$ cat src/rtl/serial_adder_unit_pkg.sv
// Shared definitions for the serial adder unit: opcode constants, the FSM
// state encoding and the carry-seed helper. Imported by the RTL and the bench.
package serial_adder_unit_pkg;

    // Operation select values
    localparam logic [1:0] OP_ADD  = 2'b00;  // R = A + B
    localparam logic [1:0] OP_SUB  = 2'b01;  // R = A + ~B + 1
    localparam logic [1:0] OP_ADD3 = 2'b10;  // R = A + B + C
    localparam logic [1:0] OP_ADDC = 2'b11;  // R = A + B + C[0]

    typedef enum logic [1:0] {
        ST_IDLE = 2'd0,
        ST_RUN  = 2'd1,
        ST_DONE = 2'd2
    } state_t;

    // Carry seed for the LSB slice: the +1 of two's-complement subtraction,
    // or C[0] as a carry-in, otherwise zero.
    function automatic logic [1:0] init_carry(input logic [1:0] op, input logic c0);
        case (op)
            OP_SUB:  init_carry = 2'd1;
            OP_ADDC: init_carry = {1'b0, c0};
            default: init_carry = 2'd0;
        endcase
    endfunction

endpackage

$ cat src/rtl/serial_adder_unit_if.sv
// Operand/result bus of the serial adder unit.
//   in_valid/in_ready   : operand handshake (A, B, C, opcode)
//   out_valid/out_ready : result handshake (R, C_out)
// Handshake rule for both channels: a transfer happens on a rising clock edge
// where valid and ready are both 1; the producer keeps its payload stable while
// valid is 1 and ready is 0, and ready never depends combinationally on valid.
// master = the side offering operands and taking results; slave = the unit.
interface serial_adder_unit_if #(parameter int WIDTH = 8);
    logic             in_valid;
    logic             in_ready;
    logic [WIDTH-1:0] A;
    logic [WIDTH-1:0] B;
    logic [WIDTH-1:0] C;
    logic [1:0]       opcode;
    logic             out_valid;
    logic             out_ready;
    logic [WIDTH-1:0] R;
    logic             C_out;

    modport master (
        output in_valid, A, B, C, opcode, out_ready,
        input  in_ready, out_valid, R, C_out
    );

    modport slave (
        input  in_valid, A, B, C, opcode, out_ready,
        output in_ready, out_valid, R, C_out
    );
endinterface

$ cat src/rtl/serial_adder_unit_digit_adder.sv
// digit_adder: combinational DIGIT-bit slice adder.
//   a, b, c   : operand slices
//   carry_in  : 2-bit carry (0..2) from the previous slice
//   sum       : DIGIT result bits
//   carry_out : 2-bit carry into the next slice
// The largest total is 3*(2^DIGIT-1)+2 < 3*2^DIGIT, so carry_out never exceeds 2.
module digit_adder #(
    parameter int DIGIT = 1
) (
    input  logic [DIGIT-1:0] a,
    input  logic [DIGIT-1:0] b,
    input  logic [DIGIT-1:0] c,
    input  logic [1:0]       carry_in,
    output logic [DIGIT-1:0] sum,
    output logic [1:0]       carry_out
);
    localparam int TW = DIGIT + 2;

    logic [TW-1:0] total;

    assign total     = TW'(a) + TW'(b) + TW'(c) + TW'(carry_in);
    assign sum       = total[DIGIT-1:0];
    assign carry_out = total[DIGIT+1:DIGIT];
endmodule

$ cat src/rtl/serial_adder_unit.sv
// serial_adder_unit: digit-serial adder/subtractor. Operands are captured on
// acceptance and processed DIGIT bits per cycle, LSB slice first, over
// N = WIDTH/DIGIT cycles; the result is then held until the consumer takes it.
//   clk, rst  : clock, synchronous active-high reset
//   bus       : operand/result handshake bus (slave side)
//   dbg_state : current FSM state for observation
module serial_adder_unit
    import serial_adder_unit_pkg::*;
#(
    parameter int WIDTH = 8,
    parameter int DIGIT = 1
) (
    input  logic                 clk,
    input  logic                 rst,
    serial_adder_unit_if.slave   bus,
    output state_t               dbg_state
);
    localparam int N     = WIDTH / DIGIT;
    localparam int CNT_W = (N > 1) ? $clog2(N) : 1;

    generate
        if (WIDTH < 2 || (WIDTH % DIGIT) != 0) begin : g_bad_params
            $error("serial_adder_unit: WIDTH must be >= 2 and a multiple of DIGIT");
        end
    endgenerate

    state_t           state, state_next;
    logic [WIDTH-1:0] a_sh, b_sh, c_sh;
    logic [WIDTH-1:0] r_sh;
    logic [1:0]       carry;
    logic [CNT_W-1:0] cnt;
    logic             c_out_q;
    logic             last_slice;

    logic [DIGIT-1:0]       slice_sum;
    logic [1:0]             slice_carry;
    logic [WIDTH+DIGIT-1:0] r_cat;

    assign last_slice = (cnt == CNT_W'(N - 1));

    // ---------------- FSM ----------------
    always_ff @(posedge clk) begin
        if (rst) state <= ST_IDLE;
        else     state <= state_next;
    end

    always_comb begin
        state_next = state;
        case (state)
            ST_IDLE: if (bus.in_valid)  state_next = ST_RUN;
            ST_RUN:  if (last_slice)    state_next = ST_DONE;
            ST_DONE: if (bus.out_ready) state_next = ST_IDLE;
            default:                    state_next = ST_IDLE;
        endcase
    end

    assign bus.in_ready  = (state == ST_IDLE);
    assign bus.out_valid = (state == ST_DONE);
    assign bus.R         = r_sh;
    assign bus.C_out     = c_out_q;
    assign dbg_state     = state;

    // ---------------- datapath ----------------
    digit_adder #(.DIGIT(DIGIT)) u_digit_adder (
        .a         (a_sh[DIGIT-1:0]),
        .b         (b_sh[DIGIT-1:0]),
        .c         (c_sh[DIGIT-1:0]),
        .carry_in  (carry),
        .sum       (slice_sum),
        .carry_out (slice_carry)
    );

    // New slice enters at the top; after N shifts the LSB slice sits at bit 0.
    // Concatenation keeps this legal when DIGIT == WIDTH.
    assign r_cat = {slice_sum, r_sh};

    always_ff @(posedge clk) begin
        if (rst) begin
            a_sh    <= '0;
            b_sh    <= '0;
            c_sh    <= '0;
            r_sh    <= '0;
            carry   <= '0;
            cnt     <= '0;
            c_out_q <= 1'b0;
        end else begin
            case (state)
                ST_IDLE: begin
                    if (bus.in_valid) begin
                        // Operand conditioning is done once at capture: B is
                        // inverted for subtraction, C only participates as a
                        // full operand for the three-way add.
                        a_sh  <= bus.A;
                        b_sh  <= (bus.opcode == OP_SUB)  ? ~bus.B : bus.B;
                        c_sh  <= (bus.opcode == OP_ADD3) ? bus.C  : '0;
                        carry <= init_carry(bus.opcode, bus.C[0]);
                        cnt   <= '0;
                    end
                end
                ST_RUN: begin
                    a_sh  <= a_sh >> DIGIT;
                    b_sh  <= b_sh >> DIGIT;
                    c_sh  <= c_sh >> DIGIT;
                    r_sh  <= r_cat[WIDTH+DIGIT-1:DIGIT];
                    carry <= slice_carry;
                    cnt   <= cnt + CNT_W'(1);
                    // Any residual carry (1 or 2) means the true sum overflowed.
                    if (last_slice) c_out_q <= |slice_carry;
                end
                default: ;
            endcase
        end
    end
endmodule

$ cat src/flat_wrapper.sv
// flat-port wrapper written by rule: the top's interface ports become plain ports
module serial_adder_unit_flat import serial_adder_unit_pkg::*;
#(
    parameter int WIDTH = 8,
    parameter int DIGIT = 1
)
  (clk, rst, dbg_state, bus_in_valid, bus_A, bus_B, bus_C, bus_opcode, bus_out_ready, bus_in_ready, bus_out_valid, bus_R, bus_C_out);
  serial_adder_unit_if #(.WIDTH(WIDTH)) bus_i ();
  input  logic clk;
  input  logic rst;
  output state_t dbg_state;
  input wire logic [$bits(bus_i.in_valid)-1:0] bus_in_valid;
  input wire logic [$bits(bus_i.A)-1:0] bus_A;
  input wire logic [$bits(bus_i.B)-1:0] bus_B;
  input wire logic [$bits(bus_i.C)-1:0] bus_C;
  input wire logic [$bits(bus_i.opcode)-1:0] bus_opcode;
  input wire logic [$bits(bus_i.out_ready)-1:0] bus_out_ready;
  output wire logic [$bits(bus_i.in_ready)-1:0] bus_in_ready;
  output wire logic [$bits(bus_i.out_valid)-1:0] bus_out_valid;
  output wire logic [$bits(bus_i.R)-1:0] bus_R;
  output wire logic [$bits(bus_i.C_out)-1:0] bus_C_out;
  assign bus_i.in_valid = bus_in_valid;
  assign bus_i.A = bus_A;
  assign bus_i.B = bus_B;
  assign bus_i.C = bus_C;
  assign bus_i.opcode = bus_opcode;
  assign bus_i.out_ready = bus_out_ready;
  assign bus_in_ready = bus_i.in_ready;
  assign bus_out_valid = bus_i.out_valid;
  assign bus_R = bus_i.R;
  assign bus_C_out = bus_i.C_out;
  serial_adder_unit #(.WIDTH(WIDTH), .DIGIT(DIGIT)) u_core (.clk(clk), .rst(rst), .bus(bus_i), .dbg_state(dbg_state));
endmodule
$ cat config.mk
export PLATFORM = sky130hd
export DESIGN_NAME = serial_adder_unit_flat
export DESIGN_NICKNAME = d
export VERILOG_FILES = /design/src/rtl/serial_adder_unit_pkg.sv /design/src/rtl/serial_adder_unit_if.sv /design/src/rtl/serial_adder_unit_digit_adder.sv /design/src/rtl/serial_adder_unit.sv /design/src/flat_wrapper.sv
export SDC_FILE = /design/constraint.sdc
export NUM_CORES = 1
export LEC_CHECK = 0
export CORE_MARGIN = 10
export CORE_UTILIZATION = 50
export CTS_BUF_LIST = sky130_fd_sc_hd__clkbuf_16
export CTS_CLUSTER_SIZE = 16
export DETAILED_ROUTE_END_ITERATION = 7
export PLACE_DENSITY = 0.81
export SLEW_MARGIN = 40
export SYNTH_ARGS = -nofsm -noshare
export SYNTH_HDL_FRONTEND = slang
export SYNTH_HIERARCHICAL = 1
export SYNTH_SLANG_ARGS = --single-unit
$ cat constraint.sdc
create_clock -name clk -period 2.65 [get_ports clk]
set_input_delay 0.53 -clock clk [delete_from_list [all_inputs] [get_ports clk]]
set_output_delay 0.53 -clock clk [all_outputs]
set_load 0.02 [all_outputs]
# Word level (Yosys, flattened, before mapping)

Index checks and enable logic that the tools add are counted.

Register bits: 40
Input bits: 30
Output and inout port bits: 13
Logic and storage cells: 45

$add $sub $neg: 4
Equal/unequal tests: 9
Multiplexer cells: 17
Bitwise logic cells: 1
Reduce and logical (&&, ||, !) cells: 6

Operator list:

| kind                                                   | number |
|---|---|
| case mux 8 bit (2 select lines)                        | 3 |
| 2-to-1 mux 8 bit                                       | 5 |
| 2-to-1 mux 2 bit                                       | 4 |
| NOT 8 bit                                              | 1 |
| == test 2 bit (second input constant)                  | 3 |
| case mux 2 bit (3 select lines)                        | 1 |
| case mux 3 bit (2 select lines)                        | 1 |
| == test 2 x 1 -> 1 bit (second input constant)         | 2 |
| inequality test 2 bit (second input constant)          | 2 |
| case mux 2 bit (2 select lines)                        | 1 |
| AND reduction 2 bit                                    | 2 |
| adder 3 x 1 -> 3 bit                                   | 1 |
| adder 3 x 1 -> 3 bit (second input constant)           | 1 |
| adder 3 x 2 -> 3 bit                                   | 1 |
| == test 3 bit (second input constant)                  | 1 |
| 2-to-1 mux 3 bit                                       | 1 |
| AND reduction 3 bit                                    | 1 |
| adder 1 x 1 -> 2 bit                                   | 1 |
| zero test 2 bit                                        | 1 |
| inequality test 2 x 1 -> 1 bit (second input constant) | 1 |
| case mux 1 bit (2 select lines)                        | 1 |
| nonzero test 2 bit                                     | 1 |
| OR reduction 2 bit                                     | 1 |

# Depth between registers and ports, before layout

Gate-level depths: netlist of the first run.

Word-level depth: 4
Depth in mapped cells: 6
Mapped depth without buffers: 5

# Modules after synthesis

The synthesis of the first run kept the hierarchy.

Modules (own cells, without submodules):

| module            | instances | cells an instance | area an instance (um^2) | seq. area each (um^2) |
|---|---|---|---|---|
| serial_adder_unit | 1         | 192               | 1704.1                  | 800.8 |
| digit_adder       | 1         | 3                 | 52.6                    | 0.0 |

# Worst setup path before layout of the first run

OpenSTA, ideal clock, no wires.

Path type: register -> register
Start: register u_core.a_sh[0]
End: register u_core.c_out_q (netlist: u_core/bus.C_out)
Setup time: 0.091 ns
Arrival time: 1.717 ns
Required time: 2.559 ns
Path slack: 0.842 ns
Cell stages (with the launch flop): 6
Buffers on the path: 0
Clock period less this slack: 1.808 ns
Cells stage by stage: dfxtp_1 > fa_1 > ha_1 > fa_1 > nor2_1 > a311oi_1

Longest elaborated chain between the ends: 4

RTL lines:

| element                   | line                                | text |
|---|---|---|
| from (decl)               | serial_adder_unit.sv:28             | `logic [WIDTH-1:0] a_sh, b_sh, c_sh;` |
| from (signal assigned)    | serial_adder_unit.sv:93             | `a_sh <= bus.A;` |
| from (signal assigned)    | serial_adder_unit.sv:101            | `a_sh <= a_sh >> DIGIT;` |
| adder 1 x 1 -> 2 bit      | serial_adder_unit_digit_adder.sv:21 | `assign total = TW'(a) + TW'(b) + TW'(c) + TW'(carry_in);` |
| adder 3 x 1 -> 3 bit      | serial_adder_unit_digit_adder.sv:21 |  |
| adder 3 x 2 -> 3 bit      | serial_adder_unit_digit_adder.sv:21 |  |
| via u_core.slice_carry[0] | serial_adder_unit.sv:36             | `logic [1:0] slice_carry;` |
| OR reduction 2 bit        | serial_adder_unit.sv:108            | `if (last_slice) c_out_q <= \|slice_carry;` |
| to (signal assigned)      | serial_adder_unit.sv:108            |  |
| to (decl)                 | serial_adder_unit.sv:32             | `logic c_out_q;` |

The timed path passes the listed nets, and every way through them passes these cells.
A chain may end at the register's enable or synchronous reset.

# Final worst setup path of the first run

Start: register u_core.state[0] (netlist: u_core/dbg_state[0])
End: output bus_in_ready

Longest elaborated chain between the ends: 1

RTL lines:

| element                | line                    | text |
|---|---|---|
| from (decl)            | serial_adder_unit.sv:27 | `state_t state, state_next;` |
| from (signal assigned) | serial_adder_unit.sv:44 | `else state <= state_next;` |
| zero test 2 bit        | serial_adder_unit.sv:57 | `assign bus.in_ready = (state == ST_IDLE);` |
| to (decl)              | flat_wrapper.sv:18      | `output wire logic [$bits(bus_i.in_ready)-1:0] bus_in_ready;` |

Every way passes these cells.

==> Implementation_results.wiki, run 1 <==
{| class="wikitable"
! Metric !! Value
|-
| Rows || 21
|-
| Type of origin of the critical path || flip-flop
|-
| Largest area contributor in the synthesized netlist || sky130_fd_sc_hd__dfxtp_1
|-
| Global-route usage over all layers || 0.1416
|-
| Crit share post-route || 0.8382
|-
| Sequential power share || 0.435
|-
| Cell count after synthesis || 195
|-
| Data required time of the critical path || 2.12 ns
|-
| Worst Hold Slack || 0.4639 ns
|-
| Syn. warnings || 6
|-
| Initial cell density of the core || 0.5223
|-
| Post-CTS setup repair buffer count || 0
|-
| Capturing element type of the critical path || output pin
|-
| Post-CTS resize count || 0
|-
| Flip-flop and latch count after synthesis || 40
|-
| Sum of negative setup slack || 0 ns
|-
| Placement-stage cell area || 2208 sq um
|-
| Port-buffer cells || 42
|-
| Biggest cell delay along the critical path || 0.66 ns
|-
| Setup repair after global routing missed its margin || no
|-
| Antenna diode count || 0
|-
| Ordered cell list for the critical path || nor2_1, clkdlybuf4s50_1
|-
| Outcome || completed
|-
| Sink Count || 40
|-
| Initial antenna violation count || 0
|-
| Half-perimeter wire length of the detailed placement result || 2966 um
|-
| Power density relative to cell area || 640.3 nW/um^2
|-
| Final setup violating endpoints || 0
|-
| Vias in the first global route || 1,597
|-
| CTS Buf Count || 5
|-
| Detailed-route vias per instance || 5.436
|-
| Clock-pin slew on the worst setup and hold paths || 0.06 ns
|-
| Worst min-delay path category || reg -> reg
|-
| Area share of the largest cell type after synthesis || 0.4558
|-
| Die outline area || 6285 sq um
|-
| # DRC || 0
|-
| Met3 wire len || 210 um
|-
| Maxcap violations || 0
|-
| Iter 0 DRT Violations || 125
|-
| Standard cell core area || 3363 sq um
|-
| Net switching power figure || 344.2 uW
|-
| Worst Path Class, Setup || reg -> out
|-
| Post-synthesis net count || 230
|-
| Post-Route Utilization || 0.7054
|-
| Overall routed net length || 4152 um
|-
| Final Hold Vio Count || 0
|-
| Maximum level of the CTS H-tree || 2
|-
| Fill cell instance count of the final layout || 288
|-
| Sum of routed wire segments on met1 || 1745 um
|-
| Post-DRT Antenna Nets || 0
|-
| Die height || 79.28 um
|-
| Reported leakage power || 0.0008717 uW
|-
| Routed wire per std cell || 14.72 um
|-
| Pin slew with the least headroom to its limit || 0.6019 ns
|-
| Combinational group share of total power || 0.129
|-
| CTS Buffer Depth || 2
|-
| Worst max-slew margin expressed relative to the limit || 0.5985
|-
| Synthesized area per cell || 9.009 sq um
|-
| Wire length on met2 || 2130 um
|-
| Maximum number of pins on one net before global-route repair || 21
|-
| Pins Over Slew Limit || 0
|-
| Fin nets || 270
|-
| Global-route wire length before repair || 7279 um
|-
| Fraction of layout cells with a size suffix above 1 || 0.07203
|-
| Most area-consuming cells after synthesis || sky130_fd_sc_hd__dfxtp_1 (46%), sky130_fd_sc_hd__a21oi_1 (7.1%), sky130_fd_sc_hd__o21ai_0 (5.7%), sky130_fd_sc_hd__a32oi_1 (4.0%), sky130_fd_sc_hd__xnor2_1 (4.0%)
|-
| DR vias || 1,533
|-
| Share of the yosys chip area belonging to registers || 0.4558
|-
| Peak fanout along the critical path || 17
|-
| Final estimated routing congestion in global placement || 0.7474
|-
| Clock insertion delay at the later pin of the skew report || 0.28 ns
|-
| Max IR drop VDD || 0.4097 mV
|-
| CTS root buffer || sky130_fd_sc_hd__clkbuf_16
|-
| Mapped cell area || 1757 sq um
|-
| P&R area growth vs syn || 35.04%
|-
| Iteration count of the initial detailed-routing pass || 4
|-
| Total grt overflow || 0
|-
| Hold buffers post-CTS || 0
|-
| Power Total || 1519 uW
|-
| Highest attainable clock frequency || 450.2 MHz
|-
| Count of boundary I/O pins || 43
|-
| Unique masters post-synth || 33
|-
| Switching portion of total power || 0.2266
|-
| Width of the die || 79.28 um
|-
| Fin Clk Skew || 0.004168 ns
|-
| Minimum period implied by the final worst setup slack || 2.221 ns
|-
| Highest Signal Layer || met4
|-
| Cell internal power dissipation || 1175 uW
|-
| Clock tree from TritonCTS || yes
|-
| Summed area of non-filler cells in the final layout || 2372 sq um
|-
| Part of the power in the clock network || 0.437
|-
| Cell with the largest stage delay on the worst path || sky130_fd_sc_hd__clkdlybuf4s50_1
|-
| Arrival time of data at the critical path endpoint || 1.69 ns
|}
==> cell usage in the layout (no fill, tap or decap), types with 2 or more instances in the layout <==
cell,n
sky130_fd_sc_hd__nor2_1,14
sky130_fd_sc_hd__o21ai_0,20
sky130_fd_sc_hd__a221o_1,3
sky130_fd_sc_hd__a32oi_1,8
sky130_fd_sc_hd__nand3_1,4
sky130_fd_sc_hd__and2_1,3
sky130_fd_sc_hd__xnor2_1,8
sky130_fd_sc_hd__ha_1,3
sky130_fd_sc_hd__dfxtp_1,40
sky130_fd_sc_hd__nand2_1,17
sky130_fd_sc_hd__buf_4,5
sky130_fd_sc_hd__clkdlybuf4s50_1,42
sky130_fd_sc_hd__a22oi_1,4
sky130_fd_sc_hd__nand2b_1,2
sky130_fd_sc_hd__nor2b_1,4
sky130_fd_sc_hd__o22ai_1,2
sky130_fd_sc_hd__inv_1,6
sky130_fd_sc_hd__o2bb2ai_1,6
sky130_fd_sc_hd__fa_1,2
sky130_fd_sc_hd__clkbuf_16,5
sky130_fd_sc_hd__a21oi_1,25
==> critical path, delay by kind of cell (launching register included) <==
kind	cells	cell delay, ns
flops	1	0.46
buf+inv	1	0.66
simple gates	1	0.29
==> kinds of logic (layout without fill, tap and decap cells) <==
logic type / count (synthesis) / in the layout / synth area share
buffers and inverters: 19 / 60 / 0.05200
AO/OA/AOI/OAI: 74 / 74 / 0.2678
adder cells (fa/ha/maj): 5 / 5 / 0.04416
XOR/XNOR: 8 / 8 / 0.03989
flip-flops: 40 / 40 / 0.4558
multiplexers: 1 / 1 / 0.005698
AND/OR/NAND/NOR: 48 / 48 / 0.1346
==> registers in the layout, summed over array words and instances, names as in the netlist <==
signal	cells
u_core/carry	2
u_core/a_sh	8
u_core/b_sh	8
u_core/bus.C_out	1
u_core/cnt	3
u_core/c_sh	8
u_core/dbg_state	2
u_core/bus.R	8
==> final cells by class <==
cell class | instances | area [sq um] | share of cell area
clock buffer | 5 | 125.1 | 0.05274
clock inverter | 3 | 38.79 | 0.01635
inverter | 5 | 18.77 | 0.007911
multi-input combinational | 136 | 873.3 | 0.3681
sequential | 40 | 800.8 | 0.3376
tap | 46 | 57.56 | 0.02426
timing repair buffer | 47 | 457.9 | 0.1930
==> path summary, 6_finish.rpt <==
path                 endpoint                start  cells past startpoint  slack [ns]
min reg2reg   u_core/bus.R[0]      u_core/bus.R[1]                      2        0.46
min           u_core/bus.R[0]      u_core/bus.R[1]                      2        0.46
max              bus_in_ready  u_core/dbg_state[0]                      2        0.43
max reg2reg  u_core/bus.C_out       u_core/a_sh[0]                      5        0.70
==> power by group through the flow <==
stage	logic [uW]	clock network, uW	registers [uW]
2_1_floorplan	113	0	668
3_3_place_gp	190	0	672
3_5_place_dp	194	0	672
4_1_cts	197	670	660
5_1_grt	218	688	665
6_report	196	663	660
==> cells in the mapped netlist <==
master / instances
sky130_fd_sc_hd__ha_1: 3
sky130_fd_sc_hd__buf_6: 2
sky130_fd_sc_hd__dfxtp_1: 40
sky130_fd_sc_hd__mux2i_1: 1
sky130_fd_sc_hd__nor2b_1: 4
sky130_fd_sc_hd__nand2b_1: 2
sky130_fd_sc_hd__o21ba_2: 1
sky130_fd_sc_hd__a21oi_1: 25
sky130_fd_sc_hd__o21bai_1: 1
sky130_fd_sc_hd__a31oi_1: 1
sky130_fd_sc_hd__nand2_1: 17
sky130_fd_sc_hd__clkbuf_1: 6
sky130_fd_sc_hd__nor3_4: 1
sky130_fd_sc_hd__nand3_1: 4
sky130_fd_sc_hd__and3_1: 1
sky130_fd_sc_hd__fa_1: 2
sky130_fd_sc_hd__nor2_1: 14
sky130_fd_sc_hd__inv_1: 5
sky130_fd_sc_hd__and2_1: 3
sky130_fd_sc_hd__o21ai_0: 20
sky130_fd_sc_hd__a221o_1: 3
sky130_fd_sc_hd__xnor2_1: 8
sky130_fd_sc_hd__o22ai_1: 2
sky130_fd_sc_hd__or4b_4: 1
sky130_fd_sc_hd__buf_1: 2
sky130_fd_sc_hd__a32oi_1: 8
sky130_fd_sc_hd__nor3b_1: 1
sky130_fd_sc_hd__a22oi_1: 4
sky130_fd_sc_hd__o221ai_1: 1
sky130_fd_sc_hd__o2bb2ai_1: 6
sky130_fd_sc_hd__a311oi_1: 1
sky130_fd_sc_hd__a22o_1: 1
sky130_fd_sc_hd__buf_2: 4
==> routing by layer <==
layer / GRT usage / up-vias
met2: 0.2398 / 34
met5: 0 / -
met1: 0.1609 / 712
met4: 0.06093 / 0
li1: - / 779
met3: 0.04279 / 8
==> through the flow <==
stage | std cells | worst slack, ns
CTS | 282 | 0.4150
finish | 282 | 0.4288
global placement | 274 | 0.4324
floorplan | 195 | 0.8420
detailed placement | 274 | 0.5652
global route | 282 | 0.2915
No activity file was read; power rests on OpenSTA's default activity.
==> inputs of run 2 (changes only) <==
- CORE_UTILIZATION: 50 -> 44
- PLACE_DENSITY: 0.81 -> 0.75
- clock period: 2.65 -> 1.9 ns (I/O delays scaled with it)
==> Implementation_results.wiki, run 2 (same netlist as run 1, synthesis figures left out) <==
{| class="wikitable"
! Metric !! Value
|-
| Outcome || completed
|-
| Minimum period implied by the final worst setup slack || 1.843 ns
|-
| Highest attainable clock frequency || 542.7 MHz
|-
| Standard cell core area || 3771 sq um
|-
| Worst min-delay path category || reg -> reg
|-
| Hold buffers post-CTS || 0
|-
| Maxcap violations || 0
|-
| Count of boundary I/O pins || 43
|-
| Iter 0 DRT Violations || 119
|-
| CTS Buffer Depth || 2
|-
| Worst Hold Slack || 0.4567 ns
|-
| Global-route usage over all layers || 0.1207
|-
| Global-route wire length before repair || 7120 um
|-
| Total grt overflow || 0
|-
| CTS Buf Count || 5
|-
| Final estimated routing congestion in global placement || 0.8088
|-
| Pin slew with the least headroom to its limit || 0.5653 ns
|-
| Hold Path End || u_core/bus.R[6]
|-
| Pins Over Slew Limit || 0
|-
| Die outline area || 6920 sq um
|-
| Width of the die || 83.19 um
|-
| Rows || 22
|-
| Initial cell density of the core || 0.4658
|-
| Final setup violating endpoints || 0
|-
| Die height || 83.19 um
|-
| Sequential power share || 0.461
|-
| Setup repair after global routing missed its margin || no
|-
| Clock insertion delay at the later pin of the skew report || 0.28 ns
|-
| Fill cell instance count of the final layout || 325
|-
| Peak fanout along the critical path || 2
|-
| Worst reg-to-reg path cell count || 5
|-
| Vias in the first global route || 1,508
|-
| Reported leakage power || 0.0009228 uW
|-
| Sum of negative setup slack || 0 ns
|-
| Worst flop-to-flop path endpoint || u_core/carry[0]
|-
| Worst hold path depth || 2
|-
| Sink Count || 40
|-
| Clock-pin slew on the worst setup and hold paths || 0.06 ns
|-
| Net switching power figure || 477.8 uW
|-
| Switching portion of total power || 0.2397
|-
| DR vias || 1,593
|-
| Fin Clk Skew || 0.003960 ns
|-
| Port-buffer cells || 42
|-
| Worst Path Class, Setup || reg -> reg
|-
| Cell internal power dissipation || 1515 uW
|-
| Overall routed net length || 4355 um
|-
| Crit share post-route || 0.9698
|-
| Clock tree from TritonCTS || yes
|-
| P&R area growth vs syn || 38.11%
|-
| Capturing element type of the critical path || flip-flop
|-
| Arrival time of data at the critical path endpoint || 2.05 ns
|-
| Max IR drop VDD || 0.4305 mV
|-
| Routed wire per std cell || 14.81 um
|-
| # DRC || 0
|-
| CTS root buffer || sky130_fd_sc_hd__clkbuf_16
|-
| Data required time of the critical path || 2.11 ns
|-
| Launching point of the worst reg2reg path || u_core/a_sh[0]
|-
| Maximum level of the CTS H-tree || 2
|-
| Type of origin of the critical path || flip-flop
|-
| Antenna diode count || 0
|-
| Worst max-slew margin expressed relative to the limit || 0.6215
|-
| Most common cell after layout, fill and taps aside || sky130_fd_sc_hd__clkdlybuf4s50_1
|-
| Iteration count of the initial detailed-routing pass || 4
|-
| Final Hold Vio Count || 0
|-
| Commonest cells after routing, fill and taps aside || sky130_fd_sc_hd__clkdlybuf4s50_1 (40), sky130_fd_sc_hd__dfxtp_1 (37), sky130_fd_sc_hd__a21oi_1 (25)
|-
| Initial antenna violation count || 0
|-
| Inst Count DP || 286
|-
| Power density relative to cell area || 821.6 nW/um^2
|-
| Worst-case register-to-register setup slack || 0.06 ns
|-
| Post-CTS setup repair buffer count || 0
|-
| Maximum number of pins on one net before global-route repair || 17
|-
| Post-Layout Cell Count || 294
|-
| Part of the power in the clock network || 0.390
|-
| Post-Route Utilization || 0.6433
|-
| Combinational group share of total power || 0.149
|-
| Fin nets || 280
|-
| Post-DRT Antenna Nets || 0
|-
| Fraction of layout cells with a size suffix above 1 || 0.1138
|-
| Half-perimeter wire length of the detailed placement result || 3151 um
|-
| Detailed-route vias per instance || 5.418
|-
| Hold Path Origin || u_core/bus.R[7]
|}
-- run 2: repair_timing --
item	in CTS	in global routing
pin swaps	0	1
cloned	0	0
gates resized for setup	3	3
setup endpoints to repair	2	4
-- run 2: worst max-delay path, stage by stage (launching register included) --
cell and delay (ns):
sky130_fd_sc_hd__dfxtp_2 0.32, sky130_fd_sc_hd__fa_1 0.49, sky130_fd_sc_hd__ha_2 0.19, sky130_fd_sc_hd__fa_1 0.50
sky130_fd_sc_hd__o221ai_1 0.11, sky130_fd_sc_hd__a31oi_1 0.16
-- run 2: how the worst max path moves through the flow --
stage,from,endpoint,slack [ns],cells after the start
floorplan,u_core/a_sh[0],u_core/bus.C_out,0.09,5
global placement,rst,u_core/c_sh[0],-0.06,4
detailed placement,rst,u_core/c_sh[6],-0.02,5
CTS,u_core/dbg_state[0],bus_out_valid,0.003,2
global route,u_core/a_sh[0],u_core/carry[0],0.002,5
finish,u_core/a_sh[0],u_core/carry[0],0.06,5
-- run 2: metal layers --
| metal | track usage | vias to the layer above | part of all wire |
|---|---|---|---|
| met2 | 0.1913 | 42 | 0.48 |
| met1 | 0.1478 | 746 | 0.46 |
| met3 | 0.04688 | 5 | 0.048 |
| met5 | 0 | - | 0 |
| met4 | 0.03231 | 0 | 0.0073 |
| li1 | - | 800 | - |
-- run 2: final cells by class --
class                           instances  area (sq um)  share of cell area
Sequential cell                        40         804.5              0.3316
Multi-Input combinational cell        136         872.1              0.3595
Inverter                                5         18.77            0.007736
Timing Repair Buffer                   57         534.3              0.2202
Clock buffer                            5         125.1             0.05157
Tap cell                               48         60.06             0.02475
Clock inverter                          3         11.26            0.004642
-- run 2: power by group through the flow --
stage               clock [uW]  combinational [uW]  sequential, uW
global route               831                 326             924
CTS                        787                 295             918
detailed placement           0                 293             935
global placement             0                 288             934
finish                     777                 297             919
floorplan                    0                 157             932
-- run 2: stage by stage --
| stage | instance area [sq um] | setup slack, ns | total power, uW |
|---|---|---|---|
| final | 2426 | 0.05730 | 1993 |
| after global placement | 2277 | -0.05511 | 1223 |
| after detailed placement | 2282 | -0.01505 | 1228 |
| after global routing | 2426 | 0.001631 | 2081 |
| after floorplan | 1757 | 0.09199 | 1089 |
| after CTS | 2421 | 0.003333 | 2000 |
==> inputs of run 3 (changes only) <==
- clock period: 1.9 -> 1.6 ns (I/O delays scaled with it)
==> Implementation_results.wiki, run 3 (same netlist as run 1, synthesis figures left out) <==
{| class="wikitable"
! Metric !! Value
|-
| Final setup violating endpoints || 3
|-
| Placement-stage cell area || 2338 sq um
|-
| Routed wire per std cell || 14.59 um
|-
| Rows || 22
|-
| Worst hold path depth || 2
|-
| Power Total || 2553 uW
|-
| Pins Over Slew Limit || 0
|-
| Half-perimeter wire length of the detailed placement result || 3219 um
|-
| Worst max-slew margin expressed relative to the limit || 0.7552
|-
| Worst-case register-to-register setup slack || -0.25 ns
|-
| Post-DRT Antenna Nets || 0
|-
| Worst reg-to-reg path cell count || 5
|-
| Fin nets || 286
|-
| Width of the die || 83.19 um
|-
| Maximum level of the CTS H-tree || 2
|-
| Final Hold Vio Count || 0
|-
| DR vias || 1,576
|-
| Final estimated routing congestion in global placement || 0.8321
|-
| Fraction of layout cells with a size suffix above 1 || 0.1389
|-
| Placement-stage worst setup slack || -0.2715 ns
|-
| Worst flop-to-flop path endpoint || u_core/bus.C_out
|-
| Clock tree from TritonCTS || yes
|-
| Pin slew with the least headroom to its limit || 0.3664 ns
|-
| Type of origin of the critical path || flip-flop
|-
| Outcome || finished, violations left
|-
| Crit share post-route || 1.156
|-
| Commonest cells after routing, fill and taps aside || sky130_fd_sc_hd__dfxtp_1 (36), sky130_fd_sc_hd__clkdlybuf4s50_1 (32), sky130_fd_sc_hd__a21oi_1 (25)
|-
| Post-Layout Cell Count || 300
|-
| P&R area growth vs syn || 43.02%
|-
| Fill cell instance count of the final layout || 319
|-
| Area of the multi-input gates || 867.1 sq um
|-
| Launching point of the worst reg2reg path || u_core/a_sh[0]
|-
| Die outline area || 6920 sq um
|-
| Initial antenna violation count || 0
|-
| Initial cell density of the core || 0.4658
|-
| Reported leakage power || 0.001047 uW
|-
| Worst min-delay path category || reg -> reg
|-
| Total grt overflow || 0
|-
| Data required time of the critical path || 1.79 ns
|-
| Port-buffer cells || 42
|-
| Clock insertion delay at the later pin of the skew report || 0.28 ns
|-
| Global-route wire length before repair || 7314 um
|-
| Vias in the first global route || 1,565
|-
| Maximum number of pins on one net before global-route repair || 17
|-
| Die height || 83.19 um
|-
| Worst Path Class, Setup || reg -> reg
|-
| Setup repair after global routing missed its margin || yes
|-
| Fin Clk Skew || 0.004522 ns
|-
| Iteration count of the initial detailed-routing pass || 4
|-
| Register area || 805.8 sq um
|-
| Hold Path End || u_core/bus.R[4]
|-
| Crit-path most repeated cell || sky130_fd_sc_hd__fa_1
|-
| Highest attainable clock frequency || 540.8 MHz
|-
| Overall routed net length || 4377 um
|-
| Power density relative to cell area || 1016 nW/um^2
|-
| Ordered cell list for the critical path || fa_1, ha_2, fa_1, nor2_1, a311oi_1
|-
| Max IR drop VDD || 0.5173 mV
|-
| Failing checks || setup timing
|-
| Antenna diode count || 0
|-
| Capturing element type of the critical path || flip-flop
|-
| Detailed-route vias per instance || 5.253
|-
| Standard cell core area || 3771 sq um
|-
| CTS root buffer || sky130_fd_sc_hd__clkbuf_16
|-
| Maxcap violations || 0
|-
| Global-route usage over all layers || 0.1255
|-
| CTS Buffer Depth || 2
|-
| Sink Count || 40
|-
| Summed area of non-filler cells in the final layout || 2512 sq um
|-
| Arrival time of data at the critical path endpoint || 2.04 ns
|-
| Hold Path Origin || u_core/bus.R[5]
|-
| Count of boundary I/O pins || 43
|-
| Peak fanout along the critical path || 2
|-
| Post-Route Utilization || 0.6662
|-
| Min setup slack post-route || -0.2491 ns
|-
| Most common cell after layout, fill and taps aside || sky130_fd_sc_hd__dfxtp_1
|-
| CTS Buf Count || 5
|-
| Cell with the largest stage delay on the worst path || sky130_fd_sc_hd__fa_1
|-
| Biggest cell delay along the critical path || 0.50 ns
|-
| Iter 0 DRT Violations || 72
|-
| Clock-pin slew on the worst setup and hold paths || 0.06 ns
|-
| Minimum period implied by the final worst setup slack || 1.849 ns
|-
| # DRC || 0
|-
| Inst Count DP || 292
|}
run 3: worst max-delay path by stage:
stage / slack (ns) / from / to / depth (start not counted)
2_1_floorplan: -0.19 / u_core/carry[0] / u_core/carry[0] / 5
3_3_place_gp: -0.22 / u_core/carry[0] / u_core/bus.C_out / 5
3_5_place_dp: -0.27 / u_core/carry[0] / u_core/bus.C_out / 5
4_1_cts: -0.27 / u_core/a_sh[0] / u_core/bus.C_out / 5
5_1_grt: -0.33 / u_core/a_sh[0] / u_core/bus.C_out / 5
6_report: -0.25 / u_core/a_sh[0] / u_core/bus.C_out / 5
run 3: what timing repair did:
item	in CTS	in global routing
pin swaps	5	1
resized for setup	6	8
endpoints found under the hold margin	0	0
hold buffers	0	0
buffers inserted	0	0
endpoints found under the setup margin	8	11
run 3: final cells by class:
type	count	area share
Clock buffer	5	0.04980
Inverter	5	0.007470
Clock inverter	3	0.01494
Sequential cell	40	0.3207
Tap cell	48	0.02390
Timing Repair Buffer	63	0.2380
Multi-Input combinational cell	136	0.3451
run 3: through the flow:
step / hold slack, ns / setup TNS, ns
2_1_floorplan: 0.4330 / -0.4581
3_3_place_gp: 0.4419 / -2.103
3_5_place_dp: 0.4584 / -2.556
4_1_cts: 0.4640 / -0.5813
5_1_grt: 0.4871 / -0.7808
6_report: 0.4613 / -0.5788
run 3: layer usage:
| layer | GRT usage | vias to the layer above | wire length [um] |
|---|---|---|---|
| met4 | 0.05538 | 0 | 77 |
| met3 | 0.04297 | 7 | 201 |
| met2 | 0.1983 | 32 | 2081 |
| li1 | - | 812 | - |
| met1 | 0.1493 | 725 | 2016 |
| met5 | 0 | - | 0 |
run 3: worst max-delay path, delay by kind of cell (launching register included):
family	cells	cell delay, ns
adder cells (fa/ha/maj)	3	1.17
AO/OA/AOI/OAI	1	0.21
AND/OR/NAND/NOR	1	0.05
flip-flops	1	0.32
run 3: where the power goes:
part	switching (uW)	total [uW]	internal (uW)	leakage, uW
clock	371	1090	724	0.0000789
sequential	34.5	1090	1060	0.000329
combinational	172	368	196	0.000639
